$ cat src/rtl/mlp_pkg.sv
// Shared widths, FSM state encoding and weight-index map for the 2-2-1 threshold MLP sequencer.
package mlp_pkg;

    localparam int COEF_W    = 4;
    localparam int SUM_W     = 6;
    localparam int WRAP_W    = 4;
    localparam int ADDR_W    = 4;
    localparam int N_WEIGHTS = 9;

    // Each node owns three consecutive weights: wA, wB, bias.
    localparam int NODE_A_BASE = 0;
    localparam int NODE_B_BASE = 3;
    localparam int NODE_C_BASE = 6;
    localparam int W_OFS_A     = 0;
    localparam int W_OFS_B     = 1;
    localparam int W_OFS_BIAS  = 2;

    typedef logic signed [COEF_W-1:0] coef_t;
    typedef logic signed [SUM_W-1:0]  sum_t;

    typedef enum logic [2:0] {
        IDLE   = 3'd0,
        NODE_A = 3'd1,
        NODE_B = 3'd2,
        NODE_C = 3'd3,
        DONE   = 3'd4
    } state_e;

endpackage

$ cat src/rtl/neuron_pe.sv
// Combinational threshold neuron: sum = in1*wA + in2*wB - bias, act = (sum > 0).
// Macro MLP_SEQ_WRAP4_EN wraps the sum to 4-bit signed before thresholding.
module neuron_pe
    import mlp_pkg::*;
(
    input  logic  in1_i,
    input  logic  in2_i,
    input  coef_t wa_i,
    input  coef_t wb_i,
    input  coef_t bias_i,
    output sum_t  sum_o,
    output logic  act_o
);

    function automatic sum_t sext_coef(input coef_t c);
        return {{(SUM_W-COEF_W){c[COEF_W-1]}}, c};
    endfunction

`ifdef MLP_SEQ_WRAP4_EN
    function automatic sum_t wrap_sum(input sum_t s);
        return {{(SUM_W-WRAP_W){s[WRAP_W-1]}}, s[WRAP_W-1:0]};
    endfunction
`endif

    sum_t term_a;
    sum_t term_b;
    sum_t full_sum;

    always_comb begin
        term_a   = in1_i ? sext_coef(wa_i) : '0;
        term_b   = in2_i ? sext_coef(wb_i) : '0;
        // Operand range keeps the result within -23..+22, so 6 bits never overflow.
        full_sum = term_a + term_b - sext_coef(bias_i);
`ifdef MLP_SEQ_WRAP4_EN
        sum_o    = wrap_sum(full_sum);
`else
        sum_o    = full_sum;
`endif
        act_o    = !sum_o[SUM_W-1] && (sum_o != '0);
    end

endmodule

$ cat src/rtl/mlp_sequencer.sv
// 2-2-1 threshold network evaluated node by node (A, B, C) on one shared neuron_pe.
// Build with MLP_SEQ_WRAP4_EN for the legacy 4-bit wrap-around sum.
module mlp_sequencer
    import mlp_pkg::*;
(
    input  logic                    clk,
    input  logic                    rst_n,
    input  logic                    wr_en,
    input  logic [ADDR_W-1:0]       wr_addr,
    input  logic signed [COEF_W-1:0] wr_data,
    output logic                    wr_ready,
    input  logic                    in_valid,
    output logic                    in_ready,
    input  logic [1:0]              x,
    output logic                    out_valid,
    input  logic                    out_ready,
    output logic                    y,
    output logic signed [SUM_W-1:0] sum_dbg,
    output logic                    busy
);

    state_e state_q, state_d;
    coef_t  w_q [N_WEIGHTS];
    logic [1:0] x_q;
    logic   ha_q;
    logic   hb_q;
    logic   y_q;
    sum_t   sum_q;

    logic   idle;
    logic   accept;
    logic   wr_ok;
    logic   pe_in1;
    logic   pe_in2;
    coef_t  pe_wa;
    coef_t  pe_wb;
    coef_t  pe_bias;
    sum_t   pe_sum;
    logic   pe_act;

    assign idle      = (state_q == IDLE);
    assign accept    = in_valid && idle;
    assign wr_ok     = wr_en && idle;
    assign wr_ready  = idle;
    assign in_ready  = idle;
    assign busy      = !idle;
    assign out_valid = (state_q == DONE);
    assign y         = y_q;
    assign sum_dbg   = sum_q;

    always_comb begin
        state_d = state_q;
        case (state_q)
            IDLE:    if (accept) state_d = NODE_A;
            NODE_A:  state_d = NODE_B;
            NODE_B:  state_d = NODE_C;
            NODE_C:  state_d = DONE;
            DONE:    if (out_ready) state_d = IDLE;
            default: state_d = IDLE;
        endcase
    end

    always_ff @(posedge clk or negedge rst_n) begin
        if (!rst_n) begin
            state_q <= IDLE;
        end else begin
            state_q <= state_d;
        end
    end

    // Operand/weight mux for the shared PE; C consumes the registered hidden activations.
    always_comb begin
        pe_in1  = x_q[0];
        pe_in2  = x_q[1];
        pe_wa   = w_q[NODE_A_BASE + W_OFS_A];
        pe_wb   = w_q[NODE_A_BASE + W_OFS_B];
        pe_bias = w_q[NODE_A_BASE + W_OFS_BIAS];
        case (state_q)
            NODE_B: begin
                pe_wa   = w_q[NODE_B_BASE + W_OFS_A];
                pe_wb   = w_q[NODE_B_BASE + W_OFS_B];
                pe_bias = w_q[NODE_B_BASE + W_OFS_BIAS];
            end
            NODE_C: begin
                pe_in1  = ha_q;
                pe_in2  = hb_q;
                pe_wa   = w_q[NODE_C_BASE + W_OFS_A];
                pe_wb   = w_q[NODE_C_BASE + W_OFS_B];
                pe_bias = w_q[NODE_C_BASE + W_OFS_BIAS];
            end
            default: ;
        endcase
    end

    neuron_pe u_pe (
        .in1_i  (pe_in1),
        .in2_i  (pe_in2),
        .wa_i   (pe_wa),
        .wb_i   (pe_wb),
        .bias_i (pe_bias),
        .sum_o  (pe_sum),
        .act_o  (pe_act)
    );

    // Addresses 9..15 match no entry and fall through untouched.
    always_ff @(posedge clk or negedge rst_n) begin
        if (!rst_n) begin
            for (int i = 0; i < N_WEIGHTS; i++) w_q[i] <= '0;
        end else if (wr_ok) begin
            for (int i = 0; i < N_WEIGHTS; i++) begin
                if (wr_addr == ADDR_W'(i)) w_q[i] <= wr_data;
            end
        end
    end

    always_ff @(posedge clk or negedge rst_n) begin
        if (!rst_n) begin
            x_q   <= '0;
            ha_q  <= 1'b0;
            hb_q  <= 1'b0;
            y_q   <= 1'b0;
            sum_q <= '0;
        end else begin
            if (accept)            x_q <= x;
            if (state_q == NODE_A) ha_q <= pe_act;
            if (state_q == NODE_B) hb_q <= pe_act;
            if (state_q == NODE_C) begin
                y_q   <= pe_act;
                sum_q <= pe_sum;
            end
        end
    end

endmodule

$ cat config.mk
export PLATFORM = sky130hd
export DESIGN_NAME = mlp_sequencer
export DESIGN_NICKNAME = d
export VERILOG_FILES = /design/src/rtl/mlp_pkg.sv /design/src/rtl/neuron_pe.sv /design/src/rtl/mlp_sequencer.sv
export SDC_FILE = /design/constraint.sdc
export NUM_CORES = 1
export LEC_CHECK = 0
export CORE_ASPECT_RATIO = 1.5
export CORE_UTILIZATION = 29
export CTS_BUF_LIST = sky130_fd_sc_hd__clkbuf_8
export DETAILED_ROUTE_END_ITERATION = 8
export HOLD_SLACK_MARGIN = 0.06
export SLEW_MARGIN = 20
export SYNTH_ARGS = -nofsm -noshare
export SYNTH_HDL_FRONTEND = slang
export SYNTH_HIERARCHICAL = 1
export SYNTH_SLANG_ARGS = --single-unit
export TNS_END_PERCENT = 50
$ cat constraint.sdc
create_clock -name clk -period 4.1 [get_ports clk]
set_input_delay 0.82 -clock clk [delete_from_list [all_inputs] [get_ports clk]]
set_output_delay 0.82 -clock clk [all_outputs]
set_load 0.02 [all_outputs]
==> flow_metrics.tcl, run 1 <==
set metrics [dict create \
    critPathMaxFanout 25 \
    dp_hpwl_mm 3.86 \
    ys.flop_type "dfrtp_1" \
    grt_pass1_wl_mm 8.42 \
    root_buffer "clkbuf_8" \
    port_buffers 25 \
    grt_max_degree 39 \
    clock_latency_ps 310 \
    maxCapViolations 0 \
    synth-seq-cells 50 \
    critPathRequiredTime_ps 4300 \
    fin_crit_ps 3530 \
    avgSynthCellArea_um2 12.3 \
    whs_ps 382 \
    yosys-top-cells-area "dfrtp_1 (47%), mux2_2 (19%), mux2i_1 (4.9%), nand2_1 (3.1%), fa_1 (3.0%)" \
    die_h_um 119 \
    worstSetupStartpointType "flip-flop" \
    hp-class "in2async" \
    path_class "reg2reg" \
    synth_edf_count 0 \
    ios 26 \
    drive_gt1_share_pct 26.3 \
    setup_viol 0 \
    status "finished clean" \
    syn_to_final_growth_pct 17.0 \
    arrival_ps 3730 \
    syn-num-nets 240 \
    setup-tns-final_ps 0 \
    grt_pass1_vias 1681 \
    async_flop_share_pct 100 \
    final_hold_viol_count 0 \
    cts_tree "built" \
    tightest_slew_ps 729 \
    relSlewSlack_pct 51.4 \
    yosys-top-cells-count "dfrtp_1 (50), mux2_2 (45), nand2_1 (22)" \
    path_clk_slew_ps 90 \
    synth_top_area_share_pct 47.3 \
    ctsHoldBuffers 0 \
    cp-end-kind "flip-flop" \
    fp.dieArea_mm2 0.00951 \
    cts_sinks 50 \
    rsz0062_at_grt "no" \
    post_cts_buffers 0 \
    grt_usage_pct 11.7 \
    die_x_um 79.9 \
    antenna_cells_inserted 0 \
    netlist_instances 215 \
    routed_wl_mm 5.02 \
    antenna_found_initial 0 \
    cts_buffer_depth 2 \
    dr_total_vias 1617 \
    antenna_left 0 \
    ys_seq_area_share_pct 47.3 \
    fin_cells 353 \
    timing.final.max_slew_violations 0 \
    cts_made_buffers 5 \
    fmax_ghz 0.283 \
    post-route-util_pct 35.0 \
    ys_types 36 \
    synth_top_area_cell "dfrtp_1" \
    ctsResizeCount 0 \
    synth_area_mm2 0.00264 \
    core.rowCount 42 \
    dp.cells 345 \
    drtIter0Drc 43 \
    first_pass_iters 4 \
    finalWeightedCongestion 0.805 \
    fin_nets 267 \
    wl_per_cell_um 14.2 \
    viasPerCell 4.58 \
    grt.overflow.total 0 \
    fin_skew_ps 7.42 \
    core_area_mm2 0.00883 \
    ys.warnings.count 6 \
    drc 0 \
    yosysMostFrequentCell "dfrtp_1" \
    period_share_pct 86.1 \
    htreeDepth 2 \
    start_util_pct 29.9 \
]
## worst max-delay path, stage by stage, from the launching register on
cell,delay (ps)
dfrtp_1,490
nand2b_1,620
o21ai_0,270
fa_1,570
inv_1,70
fa_1,450
a21o_1,190
a21oi_1,170
xnor2_1,100
o21ba_1,210
mux2_2,260
## layer usage
layer / up-vias / share of wire [%] / GRT usage [%] / routed length [um]
met4: 0 / 1.4 / 3.35 / 68
met1: 780 / 44 / 14.3 / 2200
met3: 5 / 3.2 / 2.68 / 162
li1: 805 / - / - / -
met5: - / 0 / 0 / 0
met2: 27 / 52 / 20.2 / 2590
## kinds of logic after synthesis
kind of cell	synth area share, %
AOI/OAI and AO/OA	4.31
xor gates and xnor gates	1.33
adders and majority gates	5.87
buffers and inverters	3.65
DFF	47.3
muxes	26.4
and+or+nand+nor	11.1
## stage by stage
stage | instance area [um2] | worst slack, ps
6_report | 3090 | 569
3_3_place_gp | 3000 | 655
2_1_floorplan | 2640 | 818
3_5_place_dp | 3000 | 567
5_1_grt | 3090 | 266
4_1_cts | 3090 | 557
## worst paths after layout
path,startpoint,to,slack [ps],depth (start not counted)
setup / recovery,state_q[2],hb_q,570,10
setup reg to reg,state_q[2],hb_q,570,10
min in group clk,sum_dbg[0],sum_dbg[0],510,1
max in group asynchronous,rst_n,w_q[0],2950,2
hold reg to reg,sum_dbg[0],sum_dbg[0],510,1
hold / removal,rst_n,x_q[0],380,1
## layout by cell type (no fill, tap or decap), types with 2 or more instances in the layout
master / n
mux2_2: 45
xnor2_1: 3
nand4b_1: 4
clkbuf_8: 5
ha_1: 6
mux2_4: 4
nor4b_4: 2
nand2b_1: 2
o21ai_0: 13
inv_6: 3
dfrtp_1: 50
a21o_1: 2
nor2_1: 7
buf_4: 3
nor4_1: 2
clkdlybuf4s50_1: 24
nand2_1: 22
fa_1: 4
mux2i_1: 13
inv_1: 12
## flip-flops by register name (all words and copies together), names as in the netlist
signal   flops
state_q      3
hb_q         1
ha_q         1
w_q         36
sum_dbg      6
x_q          2
y            1
## area by class of cell
cell class	instances	area, um2
flip-flops and latches	50	1250
repair buffers	28	268
clock inverters	3	26.3
fillers	889	5740
well taps	110	138
multi-input cells	145	1290
inverters	12	45.0
clock buffers	5	68.8
Power of run 1 is not shown: default switching activity piles up to over one toggle a cycle in this logic, so the estimate is an artifact.
==> inputs of run 2 (changes only) <==
Settings changed: CTS_CLUSTER_SIZE set to 10.
==> results of run 2 <==
The final DEF is identical to that of run 1; final timing and power are the same.
Power of run 2 is left out for the same reason.
